--- config.mk ---
export PLATFORM = sky130hd
export DESIGN_NAME = morse_decoder_flat
export DESIGN_NICKNAME = d
export VERILOG_FILES = /design/src/rtl/morse_pkg.sv /design/src/rtl/morse_decoder_if.sv /design/src/rtl/morse_lut.sv /design/src/rtl/morse_decoder.sv /design/src/flat_wrapper.sv
export SDC_FILE = /design/constraint.sdc
export NUM_CORES = 1
export LEC_CHECK = 0
export CAP_MARGIN = 40
export CORE_UTILIZATION = 35
export CTS_BUF_LIST = sky130_fd_sc_hd__clkbuf_8 sky130_fd_sc_hd__clkbuf_16
export DETAILED_ROUTE_END_ITERATION = 12
export PLACE_DENSITY = 0.48
export RECOVER_POWER = 50
export SLEW_MARGIN = 10
export SYNTH_ARGS = -nofsm -noshare
export SYNTH_HDL_FRONTEND = slang
export SYNTH_HIERARCHICAL = 1
export SYNTH_SLANG_ARGS = --single-unit
--- constraint.sdc ---
create_clock -name i_clk -period 3.5 [get_ports i_clk]
set_input_delay 0.7 -clock i_clk [delete_from_list [all_inputs] [get_ports i_clk]]
set_output_delay 0.7 -clock i_clk [all_outputs]
set_load 0.1 [all_outputs]
--- src/rtl/morse_pkg.sv ---
// Shared Morse timing ratios, ASCII constants and symbol typedefs.
// Used by the decoder now and by sender/receiver going forward.
package morse_pkg;

    localparam int DOT      = 1;
    localparam int DASH     = 3;
    localparam int CHAR_GAP = 3;
    localparam int WORD_GAP = 7;

    // Decision thresholds in units: dot/dash split and char end, word end.
    localparam int CHAR_THRESH = 2;
    localparam int WORD_THRESH = 5;
    localparam int SAT_UNITS   = 8;

    localparam logic [7:0] ASCII_QMARK = 8'h3F;
    localparam logic [7:0] ASCII_SPACE = 8'h20;

    typedef logic [7:0] pattern_t;
    typedef logic [3:0] nsym_t;

    typedef enum logic [1:0] {
        IDLE,
        MARK,
        GAP
    } state_t;

endpackage

--- src/rtl/morse_decoder_if.sv ---
// Character output handshake of the Morse decoder.
// Decoder is master; the character consumer is slave.
interface morse_decoder_if;
    logic [7:0] o_char;
    logic       o_valid;
    logic       i_ready;

    modport master (
        output o_char,
        output o_valid,
        input  i_ready
    );

    modport slave (
        input  o_char,
        input  o_valid,
        output i_ready
    );
endinterface

--- src/rtl/morse_lut.sv ---
// Combinational Morse (pattern, length) to ASCII lookup.
// Pattern holds the first symbol in bit nsym-1; dot=0, dash=1.
module morse_lut
    import morse_pkg::*;
#(
    parameter int MAX_SYMBOLS = 6
) (
    input  logic [MAX_SYMBOLS-1:0] pattern,
    input  nsym_t                  nsym,
    output logic [7:0]             ascii
);

    pattern_t p;

    always_comb begin
        p = '0;
        p[MAX_SYMBOLS-1:0] = pattern;
        ascii = ASCII_QMARK;
        case ({nsym, p})
            {4'd2, 8'd1}:  ascii = 8'h41;
            {4'd4, 8'd8}:  ascii = 8'h42;
            {4'd4, 8'd10}: ascii = 8'h43;
            {4'd3, 8'd4}:  ascii = 8'h44;
            {4'd1, 8'd0}:  ascii = 8'h45;
            {4'd4, 8'd2}:  ascii = 8'h46;
            {4'd3, 8'd6}:  ascii = 8'h47;
            {4'd4, 8'd0}:  ascii = 8'h48;
            {4'd2, 8'd0}:  ascii = 8'h49;
            {4'd4, 8'd7}:  ascii = 8'h4A;
            {4'd3, 8'd5}:  ascii = 8'h4B;
            {4'd4, 8'd4}:  ascii = 8'h4C;
            {4'd2, 8'd3}:  ascii = 8'h4D;
            {4'd2, 8'd2}:  ascii = 8'h4E;
            {4'd3, 8'd7}:  ascii = 8'h4F;
            {4'd4, 8'd6}:  ascii = 8'h50;
            {4'd4, 8'd13}: ascii = 8'h51;
            {4'd3, 8'd2}:  ascii = 8'h52;
            {4'd3, 8'd0}:  ascii = 8'h53;
            {4'd1, 8'd1}:  ascii = 8'h54;
            {4'd3, 8'd1}:  ascii = 8'h55;
            {4'd4, 8'd1}:  ascii = 8'h56;
            {4'd3, 8'd3}:  ascii = 8'h57;
            {4'd4, 8'd9}:  ascii = 8'h58;
            {4'd4, 8'd11}: ascii = 8'h59;
            {4'd4, 8'd12}: ascii = 8'h5A;
            {4'd5, 8'd31}: ascii = 8'h30;
            {4'd5, 8'd15}: ascii = 8'h31;
            {4'd5, 8'd7}:  ascii = 8'h32;
            {4'd5, 8'd3}:  ascii = 8'h33;
            {4'd5, 8'd1}:  ascii = 8'h34;
            {4'd5, 8'd0}:  ascii = 8'h35;
            {4'd5, 8'd16}: ascii = 8'h36;
            {4'd5, 8'd24}: ascii = 8'h37;
            {4'd5, 8'd28}: ascii = 8'h38;
            {4'd5, 8'd30}: ascii = 8'h39;
            default:       ascii = ASCII_QMARK;
        endcase
    end

endmodule

--- src/rtl/morse_decoder.sv ---
// Morse line decoder: times marks/spaces in clock cycles, classifies
// dots/dashes and emits ASCII characters over a valid/ready port.
module morse_decoder
    import morse_pkg::*;
#(
    parameter int UNIT_CYCLES = 4,
    parameter int MAX_SYMBOLS = 6
) (
    input  logic            i_clk,
    input  logic            i_rst_n,
    input  logic            i_data_morse,
    morse_decoder_if.master bus,
    output logic            o_overflow,
    output logic            o_busy
);

    localparam int CNT_MAX = SAT_UNITS * UNIT_CYCLES;
    localparam int CNT_W   = $clog2(CNT_MAX + 1);

    localparam logic [CNT_W-1:0] CNT_SAT  = CNT_W'(CNT_MAX);
    localparam logic [CNT_W-1:0] DOT_MIN  = CNT_W'(UNIT_CYCLES / 2);
    localparam logic [CNT_W-1:0] DASH_MIN = CNT_W'(CHAR_THRESH * UNIT_CYCLES);
    localparam logic [CNT_W-1:0] CHAR_CNT = CNT_W'(CHAR_THRESH * UNIT_CYCLES);
    localparam logic [CNT_W-1:0] WORD_CNT = CNT_W'(WORD_THRESH * UNIT_CYCLES);

    logic                   sync1;
    logic                   line;
    logic                   prev;
    logic [CNT_W-1:0]       cnt;
    logic [CNT_W-1:0]       cnt_next;
    state_t                 state;
    logic [MAX_SYMBOLS-1:0] pattern;
    nsym_t                  nsym;
    logic                   overlong;
    logic                   word_pending;
    logic [7:0]             lut_char;
    logic                   emit;
    logic [7:0]             emit_char;

    morse_lut #(
        .MAX_SYMBOLS(MAX_SYMBOLS)
    ) u_lut (
        .pattern(pattern),
        .nsym   (nsym),
        .ascii  (lut_char)
    );

    // Run length of the current synchronised level, restarting at 1.
    always_comb begin
        cnt_next = cnt;
        if (line != prev) cnt_next = CNT_W'(1);
        else if (cnt != CNT_SAT) cnt_next = cnt + 1'b1;
    end

    always_comb begin
        emit      = 1'b0;
        emit_char = overlong ? ASCII_QMARK : lut_char;
        if (state == GAP && !line) begin
            if (cnt_next == CHAR_CNT && nsym != '0) begin
                emit = 1'b1;
            end else if (cnt_next == WORD_CNT && word_pending) begin
                emit      = 1'b1;
                emit_char = ASCII_SPACE;
            end
        end
    end

    always_ff @(posedge i_clk or negedge i_rst_n) begin
        if (!i_rst_n) begin
            sync1 <= 1'b0;
            line  <= 1'b0;
            prev  <= 1'b0;
            cnt   <= '0;
        end else begin
            sync1 <= i_data_morse;
            line  <= sync1;
            prev  <= line;
            cnt   <= cnt_next;
        end
    end

    always_ff @(posedge i_clk or negedge i_rst_n) begin
        if (!i_rst_n) begin
            state        <= IDLE;
            pattern      <= '0;
            nsym         <= '0;
            overlong     <= 1'b0;
            word_pending <= 1'b0;
            o_busy       <= 1'b0;
            o_overflow   <= 1'b0;
            bus.o_char   <= '0;
            bus.o_valid  <= 1'b0;
        end else begin
            unique case (state)
                IDLE: begin
                    if (line) begin
                        state  <= MARK;
                        o_busy <= 1'b1;
                    end
                end
                MARK: begin
                    if (!line) begin
                        if (cnt < DOT_MIN) begin
                            if (nsym != '0) begin
                                state <= GAP;
                            end else begin
                                state  <= IDLE;
                                o_busy <= 1'b0;
                            end
                        end else begin
                            if (nsym == nsym_t'(MAX_SYMBOLS)) begin
                                overlong <= 1'b1;
                            end else begin
                                pattern <= {pattern[MAX_SYMBOLS-2:0],
                                            cnt >= DASH_MIN};
                                nsym    <= nsym + 1'b1;
                            end
                            state <= GAP;
                        end
                    end
                end
                GAP: begin
                    if (line) begin
                        state <= MARK;
                    end else if (emit) begin
                        if (nsym != '0) begin
                            pattern      <= '0;
                            nsym         <= '0;
                            overlong     <= 1'b0;
                            word_pending <= 1'b1;
                        end else begin
                            word_pending <= 1'b0;
                            state        <= IDLE;
                            o_busy       <= 1'b0;
                        end
                    end
                end
                default: begin
                    state  <= IDLE;
                    o_busy <= 1'b0;
                end
            endcase

            // A full, unaccepted output register drops the new character.
            if (emit) begin
                if (!bus.o_valid || bus.i_ready) begin
                    bus.o_char  <= emit_char;
                    bus.o_valid <= 1'b1;
                end else begin
                    o_overflow <= 1'b1;
                end
            end else if (bus.i_ready) begin
                bus.o_valid <= 1'b0;
            end
        end
    end

endmodule

--- src/flat_wrapper.sv ---
// flat-port wrapper written by rule: the top's interface ports become plain ports
module morse_decoder_flat import morse_pkg::*;
#(
    parameter int UNIT_CYCLES = 4,
    parameter int MAX_SYMBOLS = 6
)
  (i_clk, i_rst_n, i_data_morse, o_overflow, o_busy, bus_o_char, bus_o_valid, bus_i_ready);
  morse_decoder_if bus_i ();
  input  logic i_clk;
  input  logic i_rst_n;
  input  logic i_data_morse;
  output logic o_overflow;
  output logic o_busy;
  output wire logic [$bits(bus_i.o_char)-1:0] bus_o_char;
  output wire logic [$bits(bus_i.o_valid)-1:0] bus_o_valid;
  input wire logic [$bits(bus_i.i_ready)-1:0] bus_i_ready;
  assign bus_o_char = bus_i.o_char;
  assign bus_o_valid = bus_i.o_valid;
  assign bus_i.i_ready = bus_i_ready;
  morse_decoder #(.UNIT_CYCLES(UNIT_CYCLES), .MAX_SYMBOLS(MAX_SYMBOLS)) u_core (.i_clk(i_clk), .i_rst_n(i_rst_n), .i_data_morse(i_data_morse), .bus(bus_i), .o_overflow(o_overflow), .o_busy(o_busy));
endmodule
==> impl_metrics.yaml, run 1 <==
die:
  die_x_um: 90.44
  dieArea_mm2: 0.008179
  pin_count: 15
  die_y_um: 90.44
  start_util: 0.3695
  core_mm2: 0.007408
  rows: 31
cts:
  cts_sinks: 34
  clk_latency_ns: 0.28
  ctsLongestPathBuffers: 2
  post_cts_buffers: 0
  cts_tree: "yes"
  hold_buffers: 0
  cts_buffers: 5
  cts.htree.levels: 2
  cts_resized: 0
  root_buffer: "clkbuf_8"
  cts.clk_slew.worst_paths_ns: 0.08
pwr:
  p_per_area_mw_per_mm2: 483.2
  peakVddDrop_v: 0.0004731
  p_leak_nw: 1.294
layout:
  area.growth.synth_to_final_pct: 15.63
  design_area_mm2: 0.003166
  drive_gt1_frac: 0.1560
  mostFrequentLayoutCells: "dfrtp_1, nor2_1, nand2_1"
  nets: 339
  nFillCells: 744
  layout_commonest_cell: "dfrtp_1"
  fin_util: 0.4273
  insertedDiodeCount: 0
placement:
  dpl-instance-area_mm2: 0.003075
  portBuffers: 14
  dp.final_hpwl_um: 4919
  dp_slack_ns: 0.6172
  gp_congestion: 0.8621
global_routing:
  grt_overflow: 0
  antenna_found_initial: 0
  grt_max_degree: 35
  track_usage: 0.1777
  grt_pass1_wl_um: 11850
  grt_pass1_vias: 2327
yosys:
  async_flop_share: 1.000
  syn_inst: 309
  ys_ff_latch: 34
  syn_avg_cell_area_um2: 8.860
  synth_top_flop_cell: "dfrtp_1"
  syn_area_mm2: 0.002738
  syn-num-nets: 322
  ys_warn_count: 6
  yosysSeqAreaShare: 0.3108
  netlist-cell-type-count: 72
  synth_edf_count: 0
sta:
  hold_viol: 0
  relSlewSlack: -0.2620
  fin_skew_ns: 0.009634
  finalSetupTns_ns: 0
  min_period_ns: 2.947
  hold_ws_ns: 0.3503
  setup_ws_ns: 0.5532
  timing.fmax_ghz: 0.3394
  slew_violations: 35
  setup_violations: 0
  tightestPinTransition_ns: 1.893
  rsz0062_at_grt: "false"
  post-route-period-util: 0.8419
drt:
  drt_wl_total_um: 6856
  routedWlPerCell_um: 16.09
  drc_errors: 0
  firstDrtPassIters: 5
  via_per_inst: 5.711
  drt_iter0_drc: 151
  final_antenna_net_count: 0
  num_vias: 2433
flow_run:
  maxCapViolCount: 1
setup_path:
  crit_type: "flip-flop to flip-flop"
  worstPathMaxFanout: 15
  cp.required_ns: 3.67
  start_kind: "flip-flop"
  worstPathArrival_ns: 3.12
  endpoint_kind: "flip-flop"
min_path:
  min_path_type: "flip-flop to flip-flop"
run_status:
  violations: "max-capacitance violations, max-slew violations"
  outcome: "complete, but fails checks"
[cells in the mapped netlist (3+ instances only)]
cell,instances,area share
dfrtp_1,34,0.31
nor2_1,33,0.045
nand2_1,21,0.029
nand3_1,16,0.029
a21oi_1,13,0.024
inv_1,12,0.016
nor3_1,10,0.018
o21ai_0,10,0.018
a22o_1,9,0.029
buf_2,9,0.016
ha_1,9,0.041
nand2b_1,9,0.021
mux2_4,8,0.044
clkbuf_1,6,0.0082
nand3b_1,6,0.016
nor2b_1,6,0.014
or3_1,6,0.014
buf_6,5,0.021
nor3b_1,5,0.014
nor4b_1,5,0.016
nor4_1,4,0.0091
nand4bb_1,3,0.012
nor3_2,3,0.011
o21a_1,3,0.0082
or4_1,3,0.0082
[registers in the layout, summed over array words and instances (netlist names)]
signal and flops:
u_core/pattern 6, u_core/cnt 6, u_core/word_pending 1, u_core/nsym 4
u_core/sync1 1, u_core/state 2, u_core/line 1, u_core/o_busy 1
u_core/overlong 1, u_core/bus.o_char 8, u_core/bus.o_valid 1, u_core/prev 1
u_core/o_overflow 1
[cells by family after synthesis]
| kind of cell | after synthesis | synth area share |
|---|---|---|
| AND/OR/NAND/NOR | 148 | 0.3213 |
| AO/OA/AOI/OAI | 67 | 0.1860 |
| flip-flops | 34 | 0.3108 |
| buffers and inverters | 34 | 0.06718 |
| multiplexers | 12 | 0.05942 |
| adder cells (fa/ha/maj) | 9 | 0.04113 |
| XOR/XNOR | 4 | 0.01280 |
| other | 1 | 0.001370 |
[power breakdown]
part / total, mW / internal, mW / switching [mW]
clock network: 0.306 / 0.156 / 0.150
registers: 0.534 / 0.441 / 0.0930
logic: 0.690 / 0.285 / 0.405
total: 1.53 / 0.881 / 0.648
[layout make-up]
class	count	area, um^2	share of cell area
multi-input cells	241	1703	0.5379
flip-flops and latches	34	850.8	0.2688
repair buffers	32	351.6	0.1111
well taps	99	123.9	0.03913
clock buffers	6	82.58	0.02609
inverters	12	45.04	0.01423
clock inverters	2	8.758	0.002767
[stage by stage]
step                      std cells  power [mW]
after floorplan                 309       1.058
after global placement          407       1.199
after detailed placement        418       1.224
after CTS                       426       1.537
after global routing            426       1.634
final                           426       1.530
[metal layers]
metal	share of wire	vias to the layer above	track usage	routed length, um
li1	-	1182	-	-
met1	0.45	1159	0.2339	3087
met2	0.48	74	0.2983	3277
met3	0.044	18	0.02694	301
met4	0.028	0	0.05645	189
met5	0	-	0	0
[final timing paths]
kind / startpoint / end / slack [ns] / cells after the start
min in group asynchronous: i_rst_n / u_core/state[1] / 0.93 / 1
worst min-delay path: u_core/sync1 / u_core/line / 0.35 / 0
worst max register to register: u_core/nsym[2] / u_core/bus.o_char[5] / 0.55 / 8
max in group asynchronous: i_rst_n / u_core/bus.o_char[3] / 1.47 / 1
worst min register to register: u_core/sync1 / u_core/line / 0.35 / 0
worst max-delay path: u_core/nsym[2] / u_core/bus.o_char[5] / 0.55 / 8
[critical path, cell delays in order (launching register included)]
cell	delay (ns)
dfrtp_1	0.54
nor4_1	0.75
nand4b_1	0.31
a21oi_1	0.27
a31o_2	0.14
or2_2	0.12
a221oi_1	0.04
or3_1	0.38
mux2_4	0.27
No activity file was read; power rests on OpenSTA's default activity.
==> run 2, diff against run 1 <==
--- a/config.mk
+++ b/config.mk
@@ -9,7 +9,7 @@
 export CORE_UTILIZATION = 35
 export CTS_BUF_LIST = sky130_fd_sc_hd__clkbuf_8 sky130_fd_sc_hd__clkbuf_16
 export DETAILED_ROUTE_END_ITERATION = 12
-export PLACE_DENSITY = 0.48
+export PLACE_DENSITY = 0.5
 export RECOVER_POWER = 50
 export SLEW_MARGIN = 10
 export SYNTH_ARGS = -nofsm -noshare
==> constraint.sdc (replaced) <==
create_clock -name i_clk -period 2.4 [get_ports i_clk]
set_input_delay 0.48 -clock i_clk [delete_from_list [all_inputs] [get_ports i_clk]]
set_output_delay 0.48 -clock i_clk [all_outputs]
set_load 0.1 [all_outputs]
==> run 2 against run 1 <==
The run now ends clean; clock-buffer cell count unchanged; clock power increased by 120%; non-clock buffer count increased by 72; worst hold slack got worse by 0.11 ns; via count increased by 12%; utilization increased by 10 points; design area increased by 24%; sequential cell count unchanged; critical path depth increased by 2; total power increased by 91%; combinational power increased by 120%; critical endpoint is now u_core/bus.o_char[2]; largest power group unchanged.
==> impl_metrics.yaml, run 2 (synthesis results as in run 1) <==
run_status:
  outcome: "finished clean"
pwr:
  p_per_area_mw_per_mm2: 740.2
  peakVddDrop_v: 0.0006278
  power_mw: 2.915
  p_leak_nw: 1.730
global_routing:
  grt_max_degree: 19
  use_met1: 0.2493
  track_usage: 0.1879
  top_usage_layer: "met2"
  grt_pass1_vias: 2573
  grt.met3_usage: 0.03030
  grt_overflow: 0
  antenna_found_initial: 0
  grt_pass1_wl_um: 12450
  gr-usage-met2: 0.3130
cts:
  clk_latency_ns: 0.28
  cts.htree.levels: 2
  cts_tree: "yes"
  ctsLongestPathBuffers: 2
  cts.clk_slew.worst_paths_ns: 0.07
  cts_sinks: 34
  cts_buffers: 5
  root_buffer: "clkbuf_8"
placement:
  dp.final_hpwl_um: 5564
  dp_slack_ns: -0.06082
  portBuffers: 14
  dp_cells: 466
  gp_congestion: 0.8526
layout:
  area.growth.synth_to_final_pct: 43.88
  drive_gt1_frac: 0.4386
  largest_register_ffs: 8
  regMostFlops: "u_core/bus.o_char"
  nets: 411
  reg_top3: "u_core/bus.o_char: 8 flops, u_core/cnt: 6 flops, u_core/pattern: 6 flops"
  insertedDiodeCount: 0
  layout_commonest_cell: "buf_4"
  finalNonFillerCells: 498
  mostFrequentLayoutCells: "buf_4, nor2_1, dfrtp_1"
sta:
  relSlewSlack: 0.4864
  finalSetupTns_ns: 0
  setup_violations: 0
  timing.fmax_ghz: 0.4200
  tightestPinTransition_ns: 0.7685
  min_period_ns: 2.381
  fin_skew_ns: 0.006712
  rsz0062_at_grt: "true"
  setup_ws_ns: 0.01893
  post-route-period-util: 0.9921
  hold_ws_ns: 0.2395
  slew_violations: 0
  hold_viol: 0
drt:
  final_antenna_net_count: 0
  via_per_inst: 5.452
  drt_iter0_drc: 169
  routedWlPerCell_um: 15.32
  num_vias: 2715
  drc_errors: 0
  firstDrtPassIters: 4
  drt_wl_total_um: 7629
setup_path:
  reg2reg_slack_ns: 0.02
  worstPathMaxFanout: 6
  worstPathArrival_ns: 2.61
  r2r_end: "u_core/bus.o_char[2]"
  start_kind: "flip-flop"
  crit_path_end: "u_core/bus.o_char[2]"
  cp-startpoint: "u_core/pattern[4]"
  endpoint_kind: "flip-flop"
  crit_type: "flip-flop to flip-flop"
  rr_worst_depth: 10
  r2r-start: "u_core/pattern[4]"
  cp.required_ns: 2.63
die:
  rows: 31
  core_mm2: 0.007408
  die_y_um: 90.44
  die_x_um: 90.44
  pin_count: 15
  start_util: 0.3695
  dieArea_mm2: 0.008179
flow_run:
  maxCapViolCount: 0
min_path:
  min_path_type: "primary input to async pin"
run 2: power breakdown:
| group | internal [mW] | switching [mW] |
|---|---|---|
| clock | 0.443 | 0.215 |
| combinational | 0.753 | 0.752 |
| sequential | 0.649 | 0.103 |
| total | 1.85 | 1.07 |
run 2: area by class of cell:
cell class,instances,area (um^2)
multi-input combinational,241,1922
sequential,34,862.1
tap,99,123.9
clock inverter,2,60.06
clock buffer,6,82.58
timing repair buffer,104,843.3
inverter,12,45.04
fill,690,3470
run 2: how the worst min path moves through the flow:
| stage | from | endpoint | depth (start not counted) |
|---|---|---|---|
| final | i_rst_n | u_core/bus.o_char[0] | 1 |
| after global routing | i_rst_n | u_core/bus.o_char[2] | 1 |
| after CTS | i_rst_n | u_core/bus.o_char[0] | 1 |
| after detailed placement | u_core/sync1 | u_core/line | 0 |
| after global placement | u_core/sync1 | u_core/line | 0 |
| after floorplan | i_rst_n | u_core/bus.o_char[0] | 0 |
run 2: worst max-delay path, cell delays in order (launching register included):
cell and delay (ns):
dfrtp_2 0.45, or4b_4 0.60, buf_4 0.17, nor3_4 0.13, or4b_1 0.47, o211ai_2 0.09, nor3_2 0.07, nand3_2 0.06
nor2_1 0.04, nor2_1 0.11, mux2_4 0.14
run 2: what timing repair did:
item | CTS | global route
setup endpoints to repair | 10 | 18
setup buffers | 5 | 18
pin swaps | 6 | 23
hold buffers | 0 | 0
gates resized for setup | 10 | 48
gates cloned | 0 | 1
run 2: per-layer routing:
layer / part of all wire / vias up
met5: 0 / -
met4: 0.017 / 0
met3: 0.041 / 15
met2: 0.49 / 71
met1: 0.45 / 1302
li1: - / 1327
run 2: through the flow:
stage / cell area (um^2) / utilization
global route: 3939 / 0.5317
global placement: 3371 / 0.4550
CTS: 3588 / 0.4844
floorplan: 2774 / -
finish: 3939 / 0.5317
detailed placement: 3371 / 0.4550
